`config.mk`:
```
export PLATFORM = sky130hd
export DESIGN_NAME = pc_fetch_ctrl
export DESIGN_NICKNAME = d
export VERILOG_FILES = /design/src/rtl/pc_fetch_ctrl.sv
export SDC_FILE = /design/constraint.sdc
export NUM_CORES = 1
export LEC_CHECK = 0
export CELL_PAD_IN_SITES_DETAIL_PLACEMENT = 1
export CELL_PAD_IN_SITES_GLOBAL_PLACEMENT = 2
export CORE_ASPECT_RATIO = 1.4
export CORE_MARGIN = 2
export CORE_UTILIZATION = 26
export CTS_BUF_LIST = sky130_fd_sc_hd__clkbuf_16
export DETAILED_ROUTE_END_ITERATION = 10
export PLACE_DENSITY_LB_ADDON = 0.08
export SYNTH_ARGS = -nofsm -noshare
export SYNTH_HDL_FRONTEND = slang
export SYNTH_SLANG_ARGS = --single-unit
```
`constraint.sdc`:
```
create_clock -name clk -period 2.3 [get_ports clk]
set_input_delay 0.46 -clock clk [delete_from_list [all_inputs] [get_ports clk]]
set_output_delay 0.46 -clock clk [all_outputs]
set_load 0.005 [all_outputs]
```
`src/rtl/pc_fetch_ctrl.sv`:
```
// Fetch controller: owns the PC, runs the instruction-memory req/ack handshake,
// and delivers {pc, inst} to decode through a one-entry skid buffer.
module pc_fetch_ctrl #(
   parameter int unsigned       DATA_SIZE = 32,
   parameter logic [DATA_SIZE-1:0] RESET_PC = 32'h0000_0000,
   parameter logic [DATA_SIZE-1:0] NOP_INST = 32'h0000_0013
) (
   input  logic                 clk,
   input  logic                 rst,
   input  logic                 redirect_valid,
   input  logic [DATA_SIZE-1:0] redirect_target,
   input  logic                 stall,
   output logic                 im_req,
   output logic [DATA_SIZE-1:0] im_addr,
   input  logic                 im_ack,
   input  logic [DATA_SIZE-1:0] im_rdata,
   output logic                 if_valid,
   output logic [DATA_SIZE-1:0] if_pc,
   output logic [DATA_SIZE-1:0] if_inst
);

   localparam logic [1:0] S_IDLE = 2'd0;
   localparam logic [1:0] S_REQ  = 2'd1;
   localparam logic [1:0] S_HOLD = 2'd2;
   localparam logic [1:0] S_DROP = 2'd3;

   logic [1:0]           state, state_n;
   logic [DATA_SIZE-1:0] pc, pc_n;
   logic [DATA_SIZE-1:0] tgt_q, tgt_n;
   logic                 skid_valid, skid_valid_n;
   logic [DATA_SIZE-1:0] skid_pc, skid_pc_n;
   logic [DATA_SIZE-1:0] skid_inst, skid_inst_n;
   logic                 if_valid_n;
   logic [DATA_SIZE-1:0] if_pc_n, if_inst_n;
   logic [DATA_SIZE-1:0] target_al;
   logic [DATA_SIZE-1:0] pc_inc;
   logic                 slot_free;

   assign target_al = redirect_target & ~DATA_SIZE'(3);
   assign pc_inc    = pc + DATA_SIZE'(4);
   assign slot_free = !if_valid || !stall;

   // In DROP the PC still holds the squashed address, so im_addr is always pc
   assign im_req  = (state == S_REQ) || (state == S_DROP);
   assign im_addr = pc;

   always_ff @(posedge clk) begin
      if (rst) begin
         state      <= S_IDLE;
         pc         <= RESET_PC;
         tgt_q      <= '0;
         skid_valid <= 1'b0;
         skid_pc    <= '0;
         skid_inst  <= '0;
         if_valid   <= 1'b0;
         if_pc      <= '0;
         if_inst    <= NOP_INST;
      end else begin
         state      <= state_n;
         pc         <= pc_n;
         tgt_q      <= tgt_n;
         skid_valid <= skid_valid_n;
         skid_pc    <= skid_pc_n;
         skid_inst  <= skid_inst_n;
         if_valid   <= if_valid_n;
         if_pc      <= if_pc_n;
         if_inst    <= if_inst_n;
      end
   end

   always_comb begin
      state_n      = state;
      pc_n         = pc;
      tgt_n        = tgt_q;
      skid_valid_n = skid_valid;
      skid_pc_n    = skid_pc;
      skid_inst_n  = skid_inst;
      if_valid_n   = if_valid;
      if_pc_n      = if_pc;
      if_inst_n    = if_inst;

      if (redirect_valid) begin
         // Flush wins over stall
         if_valid_n   = 1'b0;
         if_inst_n    = NOP_INST;
         skid_valid_n = 1'b0;
         case (state)
            S_REQ: begin
               if (im_ack) begin
                  pc_n = target_al;
               end else begin
                  tgt_n   = target_al;
                  state_n = S_DROP;
               end
            end
            S_DROP: begin
               // Newest target wins; an ack this cycle completes the squashed request
               tgt_n = target_al;
               if (im_ack) begin
                  pc_n    = target_al;
                  state_n = S_REQ;
               end
            end
            default: begin
               pc_n    = target_al;
               state_n = S_REQ;
            end
         endcase
      end else begin
         case (state)
            S_IDLE: state_n = S_REQ;
            S_REQ: begin
               if (im_ack) begin
                  pc_n = pc_inc;
                  if (slot_free) begin
                     if_valid_n = 1'b1;
                     if_pc_n    = pc;
                     if_inst_n  = im_rdata;
                  end else begin
                     skid_valid_n = 1'b1;
                     skid_pc_n    = pc;
                     skid_inst_n  = im_rdata;
                     state_n      = S_HOLD;
                  end
               end else if (slot_free) begin
                  if_valid_n = 1'b0;
                  if_inst_n  = NOP_INST;
               end
            end
            S_HOLD: begin
               if (slot_free) begin
                  if_valid_n   = skid_valid;
                  if_pc_n      = skid_pc;
                  if_inst_n    = skid_inst;
                  skid_valid_n = 1'b0;
                  state_n      = S_REQ;
               end
            end
            default: begin
               if (im_ack) begin
                  pc_n    = tgt_q;
                  state_n = S_REQ;
               end
            end
         endcase
      end
   end

endmodule

```
==> impl_metrics.json <==
{
  "synthAdderAreaFrac_pct": 0.148,
  "io-pin-count": 167,
  "fin_crit_ns": 2.17,
  "relSlewSlack_pct": 59.5,
  "diodes": 0,
  "layout-drive-gt1-share_pct": 8.34,
  "core_region_area_um2": 32200,
  "cts.sinks": 188,
  "vias_per_cell": 5.07,
  "arrival_ns": 1.71,
  "end_kind": "output port",
  "hold_class": "primary input to flop",
  "fillCellCount": 3902,
  "ys_ff_latch": 188,
  "synth_flop_cell": "dfxtp_1",
  "p_leak_nw": 3.83,
  "fmax_mhz": 460,
  "drc": 0,
  "grt_max_degree": 114,
  "cts_tree": "done",
  "synth_top_family_by_area": "simple AND/OR/NAND/NOR gates",
  "gp_congestion": 0.775,
  "grt_pass1_wl_um": 51100,
  "die_area_um2": 34000,
  "grt_usage_pct": 19.6,
  "num_rows": 78,
  "synth_compound_area_share_pct": 21.2,
  "power_w": 0.00784,
  "synth_cells": 1133,
  "max-vdd-ir-drop_mv": 0.411,
  "final_util_pct": 35.4,
  "drtIter0Drc": 392,
  "yosys.area_share.simple_pct": 27.5,
  "synthMuxAreaShare_pct": 0.592,
  "wl_per_cell_um": 19.5,
  "design_area_um2": 11400,
  "worst_slack_ns": 0.125,
  "cts_hold_buffers": 0,
  "synth-xor-area-share_pct": 0.622,
  "cp_max_fo": 7,
  "die_h_um": 217,
  "clockBufferDepth": 2,
  "drv_slew": 0,
  "worstSetupPathType": "flop to output port",
  "fin_nets": 1341,
  "wl_um": 32800,
  "cts_resized": 0,
  "cts_buffers": 17,
  "finalHoldViolations": 0,
  "portBuffers": 160,
  "clk_latency_ns": 0.45,
  "power_per_cell_area_nw_per_um2": 687,
  "rsz0062_at_grt": "no",
  "vias": 8533,
  "initial_core_util_pct": 26.2,
  "avgSynthCellArea_um2": 7.46,
  "synth_edf_count": 0,
  "ys_types": 56,
  "placed_cell_area_um2": 10800,
  "syn-cell-area_um2": 8450,
  "area_growth_pct": 35.0,
  "tns_ns": 0,
  "antenna_found_initial": 0,
  "place_ws_ns": 0.121,
  "async_reset_ff_share_pct": 0,
  "clkSlewWorstSetupHoldPaths_ns": 0.07,
  "ctsHtreeMaxLevel": 4,
  "ys_seq_area_share_pct": 44.5,
  "status": "finished, final reports clean",
  "cts-root-buf": "clkbuf_16",
  "grt-ovfl-total": 0,
  "first_global_vias": 8689,
  "postCtsSetupBuffers": 0,
  "setup_viol": 0,
  "ant_nets": 0,
  "die_w_um": 156,
  "maxCapViolations": 0,
  "skew_ns": 0.0103,
  "finalCritPeriodShare_pct": 94.6,
  "ys_warn_count": 0,
  "cp.required_ns": 1.84,
  "first_pass_iters": 4,
  "cp-start-kind": "flop",
  "place_hpwl_um": 21400,
  "max_slew.worst_pin.slew_ns": 0.607
}
==> state kept, by name, indices dropped and copies added (netlist names) <==
signal      flops
im_addr        30
tgt_q          30
if_valid        1
skid_valid      1
if_inst        32
state           2
if_pc          30
skid_pc        30
skid_inst      32
==> final timing paths <==
kind / from / endpoint / slack (ns) / cells after the start
setup reg to reg: im_addr[7] / im_addr[23] / 0.14 / 5
hold reg to reg: tgt_q[5] / tgt_q[5] / 0.45 / 2
hold / removal: rst / state[1] / 0.40 / 2
setup / recovery: im_addr[21] / im_addr[21] / 0.13 / 2
==> per-stage QoR <==
| stage | hold WS [ns] | cells |
|---|---|---|
| finish | 0.404 | 1683 |
| global route | 0.412 | 1683 |
| CTS | 0.379 | 1683 |
| detailed placement | 0.446 | 1652 |
| global placement | 0.439 | 1652 |
| floorplan | 0.432 | 1136 |
==> cell usage in the layout, fill, tap and decap left out, types with 3 or more instances in the layout <==
cell type / synthesis / layout
nand2_1: 324 / 324
dfxtp_1: 188 / 188
clkdlybuf4s50_1: 0 / 157
a21oi_1: 126 / 126
nor2_1: 88 / 87
a311oi_1: 65 / 65
nand3_1: 56 / 56
buf_4: 4 / 50
o21ai_0: 26 / 26
clkbuf_16: 0 / 17
o211ai_1: 13 / 13
nor3_1: 13 / 13
buf_12: 0 / 13
nand4_1: 9 / 9
a211oi_1: 9 / 9
inv_1: 6 / 8
nand2b_1: 8 / 7
and4_1: 7 / 7
a31oi_1: 7 / 7
and3_1: 6 / 6
or3_1: 6 / 6
mux2i_1: 5 / 5
a221oi_1: 5 / 5
nor4_1: 5 / 5
and2_1: 4 / 4
xor2_1: 4 / 4
nand3b_1: 4 / 4
conb_1: 1 / 4
bufinv_16: 0 / 4
clkinvlp_4: 0 / 4
clkinv_1: 1 / 3
a21o_1: 3 / 3
o32ai_1: 3 / 3
==> per-layer routing <==
metal,track usage (%),wire [µm],up-vias
li1,-,-,4224
met1,24.2,14800,4123
met2,34.9,16500,152
met3,2.45,910,34
met4,6.61,619,0
met5,0,0,-
==> final cells by class <==
type                    instances  area (µm²)  share of cell area, %
clock inverters                14         179                   1.57
repair buffers                222        2220                   19.4
flip-flops and latches        188        3760                   33.0
clock buffers                  17         425                   3.73
inverters                       7        26.3                  0.230
well taps                     400         500                   4.39
multi-input cells             835        4300                   37.7
==> critical path, stage by stage (launching register included) <==
cell             delay, ns
dfxtp_1               0.55
buf_4                 0.21
clkdlybuf4s50_1       0.50
==> cell usage after synthesis, types with 6 or more instances <==
library cell	instances	area share [%]
a211oi_1	9	0.80
a21oi_1	126	7.5
a311oi_1	65	6.7
a31oi_1	7	0.52
and3_1	6	0.44
and4_1	7	0.73
clkbuf_1	95	4.2
dfxtp_1	188	45
inv_1	6	0.27
nand2_1	324	14
nand2b_1	8	0.59
nand3_1	56	3.3
nand4_1	9	0.67
nor2_1	88	3.9
nor3_1	13	0.77
o211ai_1	13	1.2
o21ai_0	26	1.5
or3_1	6	0.44
==> cell families (layout without fill, tap and decap cells) <==
group                      after synthesis  after routing
muxes                                    5              5
buffers and inverters                  113            260
xor gates and xnor gates                 6              6
AOI/OAI and AO/OA                      277            277
and+or+nand+nor                        542            542
other                                    1              4
adders and majority gates                1              1
DFF                                    188            188
==> where the power goes <==
part	switching [W]	leakage [nW]	total (W)	internal, W
logic	0.000627	2.01	0.00117	0.000546
clock network	0.00138	0.289	0.00318	0.00180
registers	0.000103	1.53	0.00348	0.00338
No activity file was read; power rests on OpenSTA's default activity.
